===== config.mk =====
export PLATFORM = sky130hd
export DESIGN_NAME = demux1x8_frame
export DESIGN_NICKNAME = d
export VERILOG_FILES = /design/src/rtl/demux1x8_frame_pkg.sv /design/src/rtl/demux1x8_frame_lane.sv /design/src/rtl/demux1x8_frame.sv
export SDC_FILE = /design/constraint.sdc
export NUM_CORES = 1
export LEC_CHECK = 0
export ABC_AREA = 1
export CAP_MARGIN = 20
export CORE_UTILIZATION = 46
export CTS_CLUSTER_DIAMETER = 40
export CTS_CLUSTER_SIZE = 14
export DETAILED_ROUTE_END_ITERATION = 8
export GPL_TIMING_DRIVEN = 0
export PLACE_DENSITY = 0.85
export RECOVER_POWER = 25
export SETUP_SLACK_MARGIN = 0.02
export SLEW_MARGIN = 20
export SYNTH_ARGS = -nofsm -noshare
export SYNTH_HDL_FRONTEND = slang
export SYNTH_SLANG_ARGS = --single-unit

===== constraint.sdc =====
create_clock -name clk -period 1.3 [get_ports clk]
set_input_delay 0.13 -clock clk [delete_from_list [all_inputs] [get_ports clk]]
set_output_delay 0.13 -clock clk [all_outputs]
set_load 0.01 [all_outputs]

===== src/rtl/demux1x8_frame_pkg.sv =====
// demux1x8_frame_pkg
// Shared definitions for the 1-to-8 frame demultiplexer.
// Contents:
//   LANES, SEL_W  - lane count and lane-select width
//   state_e       - frame FSM states (ST_FILL / ST_FULL)
//   ALL_WRITTEN   - written-mask value that completes a frame
//   laneOneHot()  - lane index to one-hot lane mask
package demux1x8_frame_pkg;

    localparam int LANES = 8;
    localparam int SEL_W = 3;

    typedef enum logic {
        ST_FILL = 1'b0,
        ST_FULL = 1'b1
    } state_e;

    localparam logic [LANES-1:0] ALL_WRITTEN = 8'hFF;

    function automatic logic [LANES-1:0] laneOneHot(input logic [SEL_W-1:0] idx);
        logic [LANES-1:0] mask;
        mask = '0;
        mask[idx] = 1'b1;
        return mask;
    endfunction

endpackage


===== src/rtl/demux1x8_frame_lane.sv =====
// demux1x8_frame_lane (module lane_reg)
// One held output lane: a w-bit register with synchronous active-high
// reset and a write enable.
// Ports:
//   clk     - rising-edge clock
//   rst     - synchronous active-high reset, clears the lane to 0
//   wrEn_i  - load d_i at the next edge
//   d_i     - word to store
//   q_o     - held lane value
module lane_reg #(
    parameter int w = 8
) (
    input  logic         clk,
    input  logic         rst,
    input  logic         wrEn_i,
    input  logic [w-1:0] d_i,
    output logic [w-1:0] q_o
);

    logic [w-1:0] data_q;

    // Lane storage: holds its value until reset or the next write.
    always_ff @(posedge clk) begin
        if (rst) begin
            data_q <= '0;
        end else if (wrEn_i) begin
            data_q <= d_i;
        end
    end

    assign q_o = data_q;

endmodule


===== src/rtl/demux1x8_frame.sv =====
// demux1x8_frame
// Registered 1-to-8 demultiplexer / frame assembler. Words arriving over a
// valid/ready handshake are steered into one of eight held lanes, chosen by
// sel or, in auto mode, by an internal round-robin pointer. When all eight
// lanes have been written the frame is presented (frame_valid) and input is
// blocked until frame_ack.
// Ports:
//   clk, rst        - clock, synchronous active-high reset
//   din, in_valid   - input word and its valid
//   in_ready        - block can accept a word (0 while rst or frame held)
//   sel, auto       - lane select / auto (round-robin) mode, per accepted word
//   frame_ack       - consumer has taken the frame
//   data0..data7    - held lane registers
//   lane_wr         - one-hot pulse for the lane written last cycle
//   written         - lanes written since the last ack
//   frame_valid     - full frame is being held
//   ptr             - round-robin pointer
//   ovw_err         - sticky overwrite flag (only with DEMUX_OVERWRITE_FLAG_EN)
// Optional feature macro: DEMUX_OVERWRITE_FLAG_EN
module demux1x8_frame
    import demux1x8_frame_pkg::*;
#(
    parameter int w = 8
) (
    input  logic             clk,
    input  logic             rst,
    input  logic [w-1:0]     din,
    input  logic             in_valid,
    output logic             in_ready,
    input  logic [SEL_W-1:0] sel,
    input  logic             auto,
    input  logic             frame_ack,
    output logic [w-1:0]     data0,
    output logic [w-1:0]     data1,
    output logic [w-1:0]     data2,
    output logic [w-1:0]     data3,
    output logic [w-1:0]     data4,
    output logic [w-1:0]     data5,
    output logic [w-1:0]     data6,
    output logic [w-1:0]     data7,
    output logic [LANES-1:0] lane_wr,
    output logic [LANES-1:0] written,
`ifdef DEMUX_OVERWRITE_FLAG_EN
    output logic             ovw_err,
`endif
    output logic             frame_valid,
    output logic [SEL_W-1:0] ptr
);

    state_e           state_q, state_d;
    logic [LANES-1:0] written_q, written_d;
    logic [LANES-1:0] laneWr_q, laneWr_d;
    logic [SEL_W-1:0] ptr_q, ptr_d;
    logic             accept;
    logic [SEL_W-1:0] targetLane;
    logic [LANES-1:0] targetMask;
    logic [w-1:0]     laneData [LANES];

    // in_ready is gated by rst so nothing is taken in a reset cycle.
    assign in_ready   = (state_q == ST_FILL) && !rst;
    assign accept     = in_valid && in_ready;
    assign targetLane = auto ? ptr_q : sel;
    assign targetMask = laneOneHot(targetLane);

    // Eight lane registers; each loads only when the accepted word targets it.
    for (genvar i = 0; i < LANES; i++) begin : gLanes
        lane_reg #(.w(w)) uLane (
            .clk    (clk),
            .rst    (rst),
            .wrEn_i (accept && (targetLane == SEL_W'(i))),
            .d_i    (din),
            .q_o    (laneData[i])
        );
    end

    // Next-state logic for the frame FSM, written mask, pointer and lane_wr
    // pulse. The FULL transition looks at the updated mask so that the edge
    // writing the last missing lane also raises the frame.
    always_comb begin
        state_d   = state_q;
        written_d = written_q;
        ptr_d     = ptr_q;
        laneWr_d  = '0;
        case (state_q)
            ST_FILL: begin
                if (accept) begin
                    written_d = written_q | targetMask;
                    laneWr_d  = targetMask;
                    if (auto) begin
                        ptr_d = ptr_q + 1'b1;
                    end
                    if (written_d == ALL_WRITTEN) begin
                        state_d = ST_FULL;
                    end
                end
            end
            ST_FULL: begin
                if (frame_ack) begin
                    written_d = '0;
                    ptr_d     = '0;
                    state_d   = ST_FILL;
                end
            end
            default: state_d = ST_FILL;
        endcase
    end

    // State registers with synchronous reset.
    always_ff @(posedge clk) begin
        if (rst) begin
            state_q   <= ST_FILL;
            written_q <= '0;
            ptr_q     <= '0;
            laneWr_q  <= '0;
        end else begin
            state_q   <= state_d;
            written_q <= written_d;
            ptr_q     <= ptr_d;
            laneWr_q  <= laneWr_d;
        end
    end

`ifdef DEMUX_OVERWRITE_FLAG_EN
    logic ovwErr_q, ovwErr_d;

    // Sticky overwrite flag: set by an accept into an already-written lane,
    // cleared when the frame is acknowledged. Accepts only happen in FILL and
    // acks only act in FULL, so set and clear never collide.
    always_comb begin
        ovwErr_d = ovwErr_q;
        if ((state_q == ST_FULL) && frame_ack) begin
            ovwErr_d = 1'b0;
        end else if (accept && ((written_q & targetMask) != '0)) begin
            ovwErr_d = 1'b1;
        end
    end

    always_ff @(posedge clk) begin
        if (rst) begin
            ovwErr_q <= 1'b0;
        end else begin
            ovwErr_q <= ovwErr_d;
        end
    end

    assign ovw_err = ovwErr_q;
`endif

    assign data0       = laneData[0];
    assign data1       = laneData[1];
    assign data2       = laneData[2];
    assign data3       = laneData[3];
    assign data4       = laneData[4];
    assign data5       = laneData[5];
    assign data6       = laneData[6];
    assign data7       = laneData[7];
    assign lane_wr     = laneWr_q;
    assign written     = written_q;
    assign frame_valid = (state_q == ST_FULL);
    assign ptr         = ptr_q;

endmodule


# ---- Word level (Yosys, flattened, before mapping)
# Index checks and enable logic that the tools add are counted.
dict set report op_classes {
  addsub 1
  magnitude_cmp 2
  n_eq_ne 11
  n_mux 14
  bitwise 3
  reduce_logical 16
}
# operator count
set ops {}
lappend ops {{$mux 8} 2}
lappend ops {{$pmux 8 s2} 1}
lappend ops {{$eq 3x3->1 const B} 4}
lappend ops {{$mux 3} 4}
lappend ops {{$logic_and 1x1->1} 11}
lappend ops {{$eq 8x8->1 const B} 1}
lappend ops {{$or 8x8->8} 1}
lappend ops {{$eq 3x2->1 const B} 2}
lappend ops {{$ne 2x2->1 const B} 3}
lappend ops {{$pmux 3 s2} 1}
lappend ops {{$lt 3x4->1 const B} 1}
lappend ops {{$mux 1} 4}
lappend ops {{$add 3x1->3 const B} 1}
lappend ops {{$demux 1 s3} 1}
lappend ops {{$eq 3x1->1 const B} 1}
lappend ops {{$ge 3x1->1 const B} 1}
lappend ops {{$logic_not 3->1} 1}
lappend ops {{$reduce_and 3->1} 1}
lappend ops {{$reduce_or 3->1} 1}
lappend ops {{$not 1->1} 2}
lappend ops {{$pmux 1 s2} 1}
lappend ops {{$reduce_and 2->1} 1}
lappend ops {{$logic_not 1->1} 1}
dict set report word_totals {
  ff_bits 84
  input_bits 16
  out_inout_bits 85
  wordCells 59
}

# ---- Depth between registers and ports, before layout
# Gate-level depths: netlist (run 1).
dict set report depth {
  word_depth 10
  ltp_mapped 11
  mapped_depth_nobuf 10
}

# ---- By module
# From an unflattened synthesis (run 1), not the netlist that was laid out.
dict set report hier_totals {
  cells_unflattened 541
  area_unflattened_um2 3661.0
}
# mod instances cells_per_inst area_each_um2 seq_area_each_um2
set by_module_without_submodules {}
lappend by_module_without_submodules {lane_reg 8 51 341.6 160.2}
lappend by_module_without_submodules {demux1x8_frame 1 133 928.4 400.4}

# ---- Worst setup path before layout (run 1)
# OpenSTA, ideal clock, no wires.
dict set report synth_timing {
  path_type {reg2reg}
  start {register state_q (netlist: frame_valid)}
  end {register gLanes[6].uLane.data_q[0]}
  setup_time_ps 116
  arrival_ps 1210
  t_required_ps 1184
  setup_slack_ps -26
  stages_incl_launch_ff 8
  path_buffers 1
  period_less_slack_ps 1326
  path_cell_list {dfxtp_1 -> nor2_2 -> nand2_2 -> buf_8 -> nor2_4 -> inv_2 -> nor2_1 -> nor2_1}
}
dict set report synth_via {
  elab_chain_len 4
}
# item line
set synth_rtl {}
lappend synth_rtl {{from (decl)} demux1x8_frame.sv:50} ;# state_e state_q, state_d;
lappend synth_rtl {{from (signal assigned)} demux1x8_frame.sv:116} ;# state_q <= state_d;
lappend synth_rtl {{$not 1->1} --}
lappend synth_rtl {{$logic_and 1x1->1} demux1x8_frame.sv:60} ;# assign in_ready = (state_q == ST_FILL) && !rst;
lappend synth_rtl {{named net in_ready} demux1x8_frame.sv:29} ;# output logic in_ready,
lappend synth_rtl {{$logic_and 1x1->1} demux1x8_frame.sv:61} ;# assign accept = in_valid && in_ready;
lappend synth_rtl {{$logic_and 1x1->1} demux1x8_frame.sv:70} ;# .wrEn_i (accept && (targetLane == SEL_W'(i))),
lappend synth_rtl {{to (signal assigned)} demux1x8_frame_lane.sv:27} ;# data_q <= d_i;
lappend synth_rtl {{to (decl)} demux1x8_frame_lane.sv:20} ;# logic [w-1:0] data_q;
# The timed path passes the listed nets, and every way through them passes these cells.
# A chain may end at the register's enable or synchronous reset.

# ---- Worst setup path in the final report (run 1)
dict set report layout_timing {
  start {input sel[1]}
  end {register gLanes[6].uLane.data_q[0]}
}
dict set report layout_via {
  elab_chain_len 3
}
# item line
set layout_rtl {}
lappend layout_rtl {{from (decl)} demux1x8_frame.sv:30} ;# input logic [SEL_W-1:0] sel,
lappend layout_rtl {{$mux 3} demux1x8_frame.sv:62} ;# assign targetLane = auto ? ptr_q : sel;
lappend layout_rtl {{$eq 3x3->1} demux1x8_frame.sv:70}
lappend layout_rtl {{$logic_and 1x1->1} demux1x8_frame.sv:70}
# No other way between the ends.

==> impl_metrics.env, run 1 <==
export IMPL_status="complete, but fails checks"
export IMPL_violations="setup timing"
export IMPL_syn_area_per_cell_um2=7.95
export IMPL_place_congestion=0.818
export IMPL_power_per_cell_area_mw_per_mm2=1060
export IMPL_synth_top_family_by_area="simple AND/OR/NAND/NOR gates"
export IMPL_cts_max_level=3
export IMPL_fin_ws_ps=-35.6
export IMPL_hold_depth=2
export IMPL_cp_slowest_cell="clkdlybuf4s50_1"
export IMPL_rsz0062_at_grt="yes"
export IMPL_hp_class="in -> reg"
export IMPL_first_global_vias=2908
export IMPL_synth_area_mm2=0.00317
export IMPL_ant_nets=0
export IMPL_drv_cap=0
export IMPL_synth_compound_area_share_pct=12.8
export IMPL_place_ws_ps=-443
export IMPL_nets=543
export IMPL_power_leakage_nw=2.41
export IMPL_critPathKind="in -> reg"
export IMPL_synthXorXnorAreaFrac_pct=0
export IMPL_synthesis_nets=416
export IMPL_syn2layout_area_growth_pct=48.9
export IMPL_insertion_delay_ps=340
export IMPL_post_route_drc_count=0
export IMPL_via_per_inst=5.17
export IMPL_drt_iter0_drc=190
export IMPL_antenna_cells=0
export IMPL_ys_ff_latch=84
export IMPL_cp_num_cells=8
export IMPL_cts_max_path_buffers=2
export IMPL_grt_first_pass_wirelength_um=14100
export IMPL_coreArea_mm2=0.00649
export IMPL_die_h_um=85.1
export IMPL_setup_viol_count_final=14
export IMPL_synth_cell_types=28
export IMPL_multiInputGateArea_mm2=0.00150
export IMPL_clock_sinks=84
export IMPL_vias=3137
export IMPL_finalCritPeriodShare_pct=103
export IMPL_nFillCells=499
export IMPL_clkTransAtPathRegs_ps=80
export IMPL_reg2reg_depth=8
export IMPL_wl_per_cell_um=15.4
export IMPL_path_cells="clkdlybuf4s50_1 -> inv_1 -> o21ai_2 -> nand3_4 -> nor2_4 -> buf_6 -> o21ai_1 -> nor2_1"
export IMPL_routed_wl_um=9330
export IMPL_synthSimpleGateAreaFrac_pct=27.7
export IMPL_yosysSeqAreaShare_pct=53.0
export IMPL_cts_hold_buffers=0
export IMPL_antenna_found_initial=0
export IMPL_grt_ovfl_total=0
export IMPL_io_buffers=91
export IMPL_drive_above_1_share_pct=21.7
export IMPL_ir_drop_v=0.000551
export IMPL_finClkSkew_ps=7.58
export IMPL_power_mw=5.02
export IMPL_final_hold_violation_count=0
export IMPL_top_level_ports=101
export IMPL_dr_pass1_iters=4
export IMPL_cts_made_buffers=9
export IMPL_start_util_pct=48.9
export IMPL_r2r_slack_ps=0
export IMPL_cp_end_kind="register"
export IMPL_period_needed_ps=1340
export IMPL_dp_hpwl_um=5880
export IMPL_regArea_mm2=0.00169
export IMPL_start_kind="primary input"
export IMPL_worst_pin_slew_ps=649
export IMPL_drv_slew=0
export IMPL_muxShareOfSynthArea_pct=0
export IMPL_cp_required_ps=1580
export IMPL_netlist_instances=399
export IMPL_root_buffer="clkbuf_8"
export IMPL_rows=29
export IMPL_grt_util_all_layers_pct=25.3
export IMPL_final_cell_mix="nor2_1, dlygate4sd2_1, dfxtp_1, o21ai_0, nand2_1"
export IMPL_cts_tree="built"
export IMPL_grt_start_max_net_pins=14
export IMPL_synth_fa_ha_area_share_pct=0.394
export IMPL_max_slew_margin_rel_pct=56.8
export IMPL_die_area_mm2=0.00723
export IMPL_slowest_delay_ps=460
export IMPL_dieWidth_um=85.1
export IMPL_critical_path_buf_inv_count=3
export IMPL_ys_warn_count=0
export IMPL_fmax_mhz=749
export IMPL_mostFrequentLayoutCell="nor2_1"
export IMPL_cp_top_family="buffers and inverters"
export IMPL_critPathMaxFanout=4
export IMPL_cp_data_arrival_time_ps=1610
## worst reg2reg max path: stages (launching register included)
cell,delay [ps]
dfxtp_2,340
inv_2,70
nand2_4,70
nand2_8,120
nand3_4,100
nor2_4,230
inv_4,110
nor2_1,120
nor2_1,60
## sequential cells by signal (all words and copies together) (netlist names)
| register | flops |
|---|---|
| written | 8 |
| ptr | 3 |
| gLanes.uLane.q_o | 64 |
| frame_valid | 1 |
| lane_wr | 8 |
## logic make-up after synthesis
logic type                 after synthesis
AOI/OAI and AO/OA                       79
adders and majority gates                1
buffers and inverters                   43
DFF                                     84
and+or+nand+nor                        192
## routing by layer
metal / share of wire [%] / up-vias / global-route usage, %
met4: 2.5 / 0 / 10.6
li1: - / 1517 / -
met5: 0 / - / 0
met1: 40 / 1469 / 30.2
met3: 7.7 / 18 / 5.93
met2: 49 / 133 / 43.8
## cell type report
| cell class | count | area share, % |
|---|---|---|
| repair buffers | 115 | 22.0 |
| plain buffers | 17 | 1.88 |
| well taps | 77 | 2.04 |
| clock buffers | 10 | 2.91 |
| inverters | 26 | 2.49 |
| flip-flops and latches | 84 | 35.8 |
| multi-input cells | 273 | 31.8 |
| clock inverters | 5 | 1.11 |
## synthesized netlist by cell type
| library cell | count | share of area (%) |
|---|---|---|
| buf_1 | 8 | 0.95 |
| inv_2 | 7 | 0.83 |
| nand2_2 | 10 | 2.0 |
| nor2_4 | 5 | 1.8 |
| inv_4 | 2 | 0.39 |
| o21ai_1 | 11 | 1.7 |
| o21ai_2 | 1 | 0.28 |
| nor2_1 | 132 | 16 |
| buf_8 | 1 | 0.47 |
| inv_1 | 16 | 1.9 |
| dfxtp_1 | 84 | 53 |
| nand2_1 | 28 | 3.3 |
| buf_2 | 1 | 0.16 |
| a21oi_2 | 1 | 0.28 |
| nand3_1 | 2 | 0.32 |
| o31ai_1 | 1 | 0.24 |
| nor3_1 | 1 | 0.16 |
| nand2_4 | 3 | 1.1 |
| ha_1 | 1 | 0.39 |
| inv_8 | 1 | 0.35 |
| or2_1 | 1 | 0.20 |
| nor2_2 | 4 | 0.79 |
| a21oi_1 | 3 | 0.47 |
| nor2_8 | 2 | 1.3 |
| buf_6 | 1 | 0.35 |
| nand3_2 | 4 | 1.3 |
| o21ai_0 | 62 | 9.8 |
| clkbuf_1 | 6 | 0.71 |
## path summary, 6_finish.rpt
kind	start	endpoint
setup / recovery	sel[1]	gLanes[6].uLane.q_o[0]$_SDFFE_PP0P_
hold / removal	rst	frame_valid$_SDFF_PP0_
setup reg to reg	ptr[1]$_SDFFE_PP0P_	gLanes[4].uLane.q_o[6]$_SDFFE_PP0P_
hold reg to reg	gLanes[3].uLane.q_o[2]$_SDFFE_PP0P_	gLanes[3].uLane.q_o[2]$_SDFFE_PP0P_
## power breakdown
group	internal, mW	leakage, nW	total, mW	switching (mW)
logic	0.210	1.63	0.565	0.355
clock network	0.919	0.0979	1.79	0.873
registers	2.63	0.682	2.66	0.0338
total	3.76	2.41	5.02	1.26
## per-stage QoR
step | utilization (%) | instances | hold slack, ps | TNS (ps) | instance area (um2)
6_report | 72.8 | 607 | 203 | -248 | 4730
5_1_grt | 72.8 | 607 | 190 | -2450 | 4730
4_1_cts | 70.2 | 603 | 197 | 0 | 4560
3_5_place_dp | 64.4 | 567 | 474 | -29790 | 4190
3_3_place_gp | 64.4 | 567 | 465 | -27840 | 4190
2_1_floorplan | - | 399 | 192 | 0 | 3180
## repair_timing
item | in CTS | in global routing
endpoints found under the hold margin | 0 | 0
setup buffers | 20 | 3
cloned | 1 | 1
endpoints found under the setup margin | 153 | 59
pin swaps | 14 | 18
resized for setup | 119 | 46
Power figures use the tool's default switching activity.
==> run 2: changes to the inputs <==
- MAX_ROUTING_LAYER: not set -> met4
- PLACE_DENSITY: 0.85 -> 0.8
==> impl_metrics.env, run 2 (synthesis gave the netlist of run 1 again) <==
export IMPL_status="complete, but fails checks"
export IMPL_violations="setup timing"
export IMPL_regArea_mm2=0.00169
export IMPL_grt_first_pass_wirelength_um=14300
export IMPL_dp_hpwl_um=5680
export IMPL_placed_area_mm2=0.00419
export IMPL_routed_wl_um=9460
export IMPL_first_global_vias=2877
export IMPL_die_area_mm2=0.00723
export IMPL_drive_above_1_share_pct=26.1
export IMPL_power_mw=5.57
export IMPL_grt_ovfl_total=0
export IMPL_dieWidth_um=85.1
export IMPL_syn2layout_area_growth_pct=55.5
export IMPL_vias=3132
export IMPL_final_cell_mix="nor2_1, dlygate4sd2_1, dfxtp_1, o21ai_2, o21ai_0"
export IMPL_cts_max_level=3
export IMPL_hold_slack_ps=200
export IMPL_grt_util_all_layers_pct=26.2
export IMPL_power_share_switching_pct=24.2
export IMPL_power_per_cell_area_mw_per_mm2=1130
export IMPL_start_kind="register"
export IMPL_finalCritPeriodShare_pct=110
export IMPL_setup_viol_count_final=44
export IMPL_nets=548
export IMPL_post_route_drc_count=0
export IMPL_drv_slew=0
export IMPL_mostFrequentLayoutCell="nor2_1"
export IMPL_insertion_delay_ps=340
export IMPL_cts_max_path_buffers=2
export IMPL_switchingPower_mw=1.34
export IMPL_critPathKind="reg -> reg"
export IMPL_final_hold_violation_count=0
export IMPL_place_congestion=0.795
export IMPL_critical_path_buf_inv_count=2
export IMPL_ir_drop_v=0.000708
export IMPL_fin_ws_ps=-124
export IMPL_wl_per_cell_um=15.4
export IMPL_period_needed_ps=1420
export IMPL_via_per_inst=5.11
export IMPL_p_comb_share_pct=11.2
export IMPL_dr_pass1_iters=4
export IMPL_finClkSkew_ps=9.67
export IMPL_grt_start_max_net_pins=15
export IMPL_clkTransAtPathRegs_ps=80
export IMPL_slowest_delay_ps=360
export IMPL_cp_top_family="simple AND/OR/NAND/NOR gates"
export IMPL_worst_pin_slew_ps=634
export IMPL_fmax_mhz=702
export IMPL_start_util_pct=48.9
export IMPL_rows=29
export IMPL_place_ws_ps=-460
export IMPL_cp_slowest_cell="dfxtp_2"
export IMPL_cts_tree="built"
export IMPL_power_leakage_nw=2.48
export IMPL_seqPwrFrac_pct=47.9
export IMPL_multiInputGateArea_mm2=0.00156
export IMPL_clock_sinks=84
export IMPL_coreArea_mm2=0.00649
export IMPL_antenna_cells=0
export IMPL_max_slew_margin_rel_pct=57.7
export IMPL_internal_power_mw=4.22
export IMPL_largest_register_ffs=64
export IMPL_root_buffer="clkbuf_8"
export IMPL_die_h_um=85.1
export IMPL_cp_data_arrival_time_ps=1700
export IMPL_r2r_slack_ps=-120
export IMPL_timing_setup_tns_ps=-1770
export IMPL_rsz0062_at_grt="yes"
export IMPL_nFillCells=460
export IMPL_critPathMaxFanout=5
export IMPL_cp_required_ps=1570
export IMPL_top_level_ports=101
export IMPL_ant_nets=0
export IMPL_clkPwrFrac_pct=40.9
export IMPL_hp_class="in -> reg"
export IMPL_cp_end_kind="register"
export IMPL_cts_hold_buffers=0
export IMPL_design_area_mm2=0.00493
export IMPL_crit_path_frequent_cell="nand2_4"
export IMPL_cts_made_buffers=9
export IMPL_drt_iter0_drc=168
export IMPL_io_buffers=91
export IMPL_drv_cap=0
export IMPL_path_cells="inv_2 -> nand2_2 -> nand2_4 -> buf_12 -> nor2_4 -> nand2_4 -> nand2_4 -> nand2_1 -> nor2_1 -> nand2_1 -> a21oi_2"
export IMPL_antenna_found_initial=0
run 2: cell types whose count changed in the layout (fill, tap and decap cells not counted), moves of 4 or more:
cell / delta
o21ai_0: -24
o21ai_2: +18
o21ai_1: +6
inv_2: -5
buf_12: +4
run 2: area by class of cell:
cell class,count,area share (%)
clock inverter,5,2.16
inverter,26,2.54
timing repair buffer,120,22.8
sequential,84,34.2
multi-input combinational,273,31.6
buffer,17,1.88
tap,77,1.95
clock buffer,11,2.87
run 2: repair_timing:
action | in CTS | in global routing
gates cloned | 1 | 1
pin swaps | 16 | 35
buffers inserted | 23 | 5
setup endpoints to repair | 154 | 70
resized for setup | 126 | 86
run 2: path summary, 6_finish.rpt:
| kind | from | cells after the start | to |
|---|---|---|---|
| max | ptr[1]$_SDFFE_PP0P_ | 11 | frame_valid$_SDFF_PP0_ |
| min | rst | 2 | frame_valid$_SDFF_PP0_ |
| max reg2reg | ptr[1]$_SDFFE_PP0P_ | 11 | frame_valid$_SDFF_PP0_ |
| min reg2reg | gLanes[3].uLane.q_o[5]$_SDFFE_PP0P_ | 2 | gLanes[3].uLane.q_o[5]$_SDFFE_PP0P_ |
run 2: worst reg2reg max path, delay by kind of cell (launching register included):
kind | cells | cell delay (ps)
AND/OR/NAND/NOR | 8 | 700
flip-flops | 1 | 360
buffers and inverters | 2 | 200
AO/OA/AOI/OAI | 1 | 110
run 2: per-layer routing:
metal	vias up	global-route usage [%]	part of all wire, %
met3	15	3.99	6.7
li1	1532	-	-
met1	1446	32.6	41
met4	0	10.0	2.2
met2	139	43.2	50
met5	-	-	0
run 2: power by group through the flow:
| stage | registers, mW | logic [mW] | clock network, mW |
|---|---|---|---|
| floorplan | 2.75 | 0.240 | 0 |
| global placement | 2.73 | 0.480 | 0 |
| detailed placement | 2.73 | 0.489 | 0 |
| CTS | 2.66 | 0.542 | 2.27 |
| global route | 2.68 | 0.666 | 2.41 |
| finish | 2.67 | 0.623 | 2.28 |
run 2: through the flow:
step | util [%] | instances
after floorplan | - | 399
after global placement | 64.4 | 567
after detailed placement | 64.4 | 567
after CTS | 72.0 | 607
after global routing | 76.0 | 613
final | 76.0 | 613
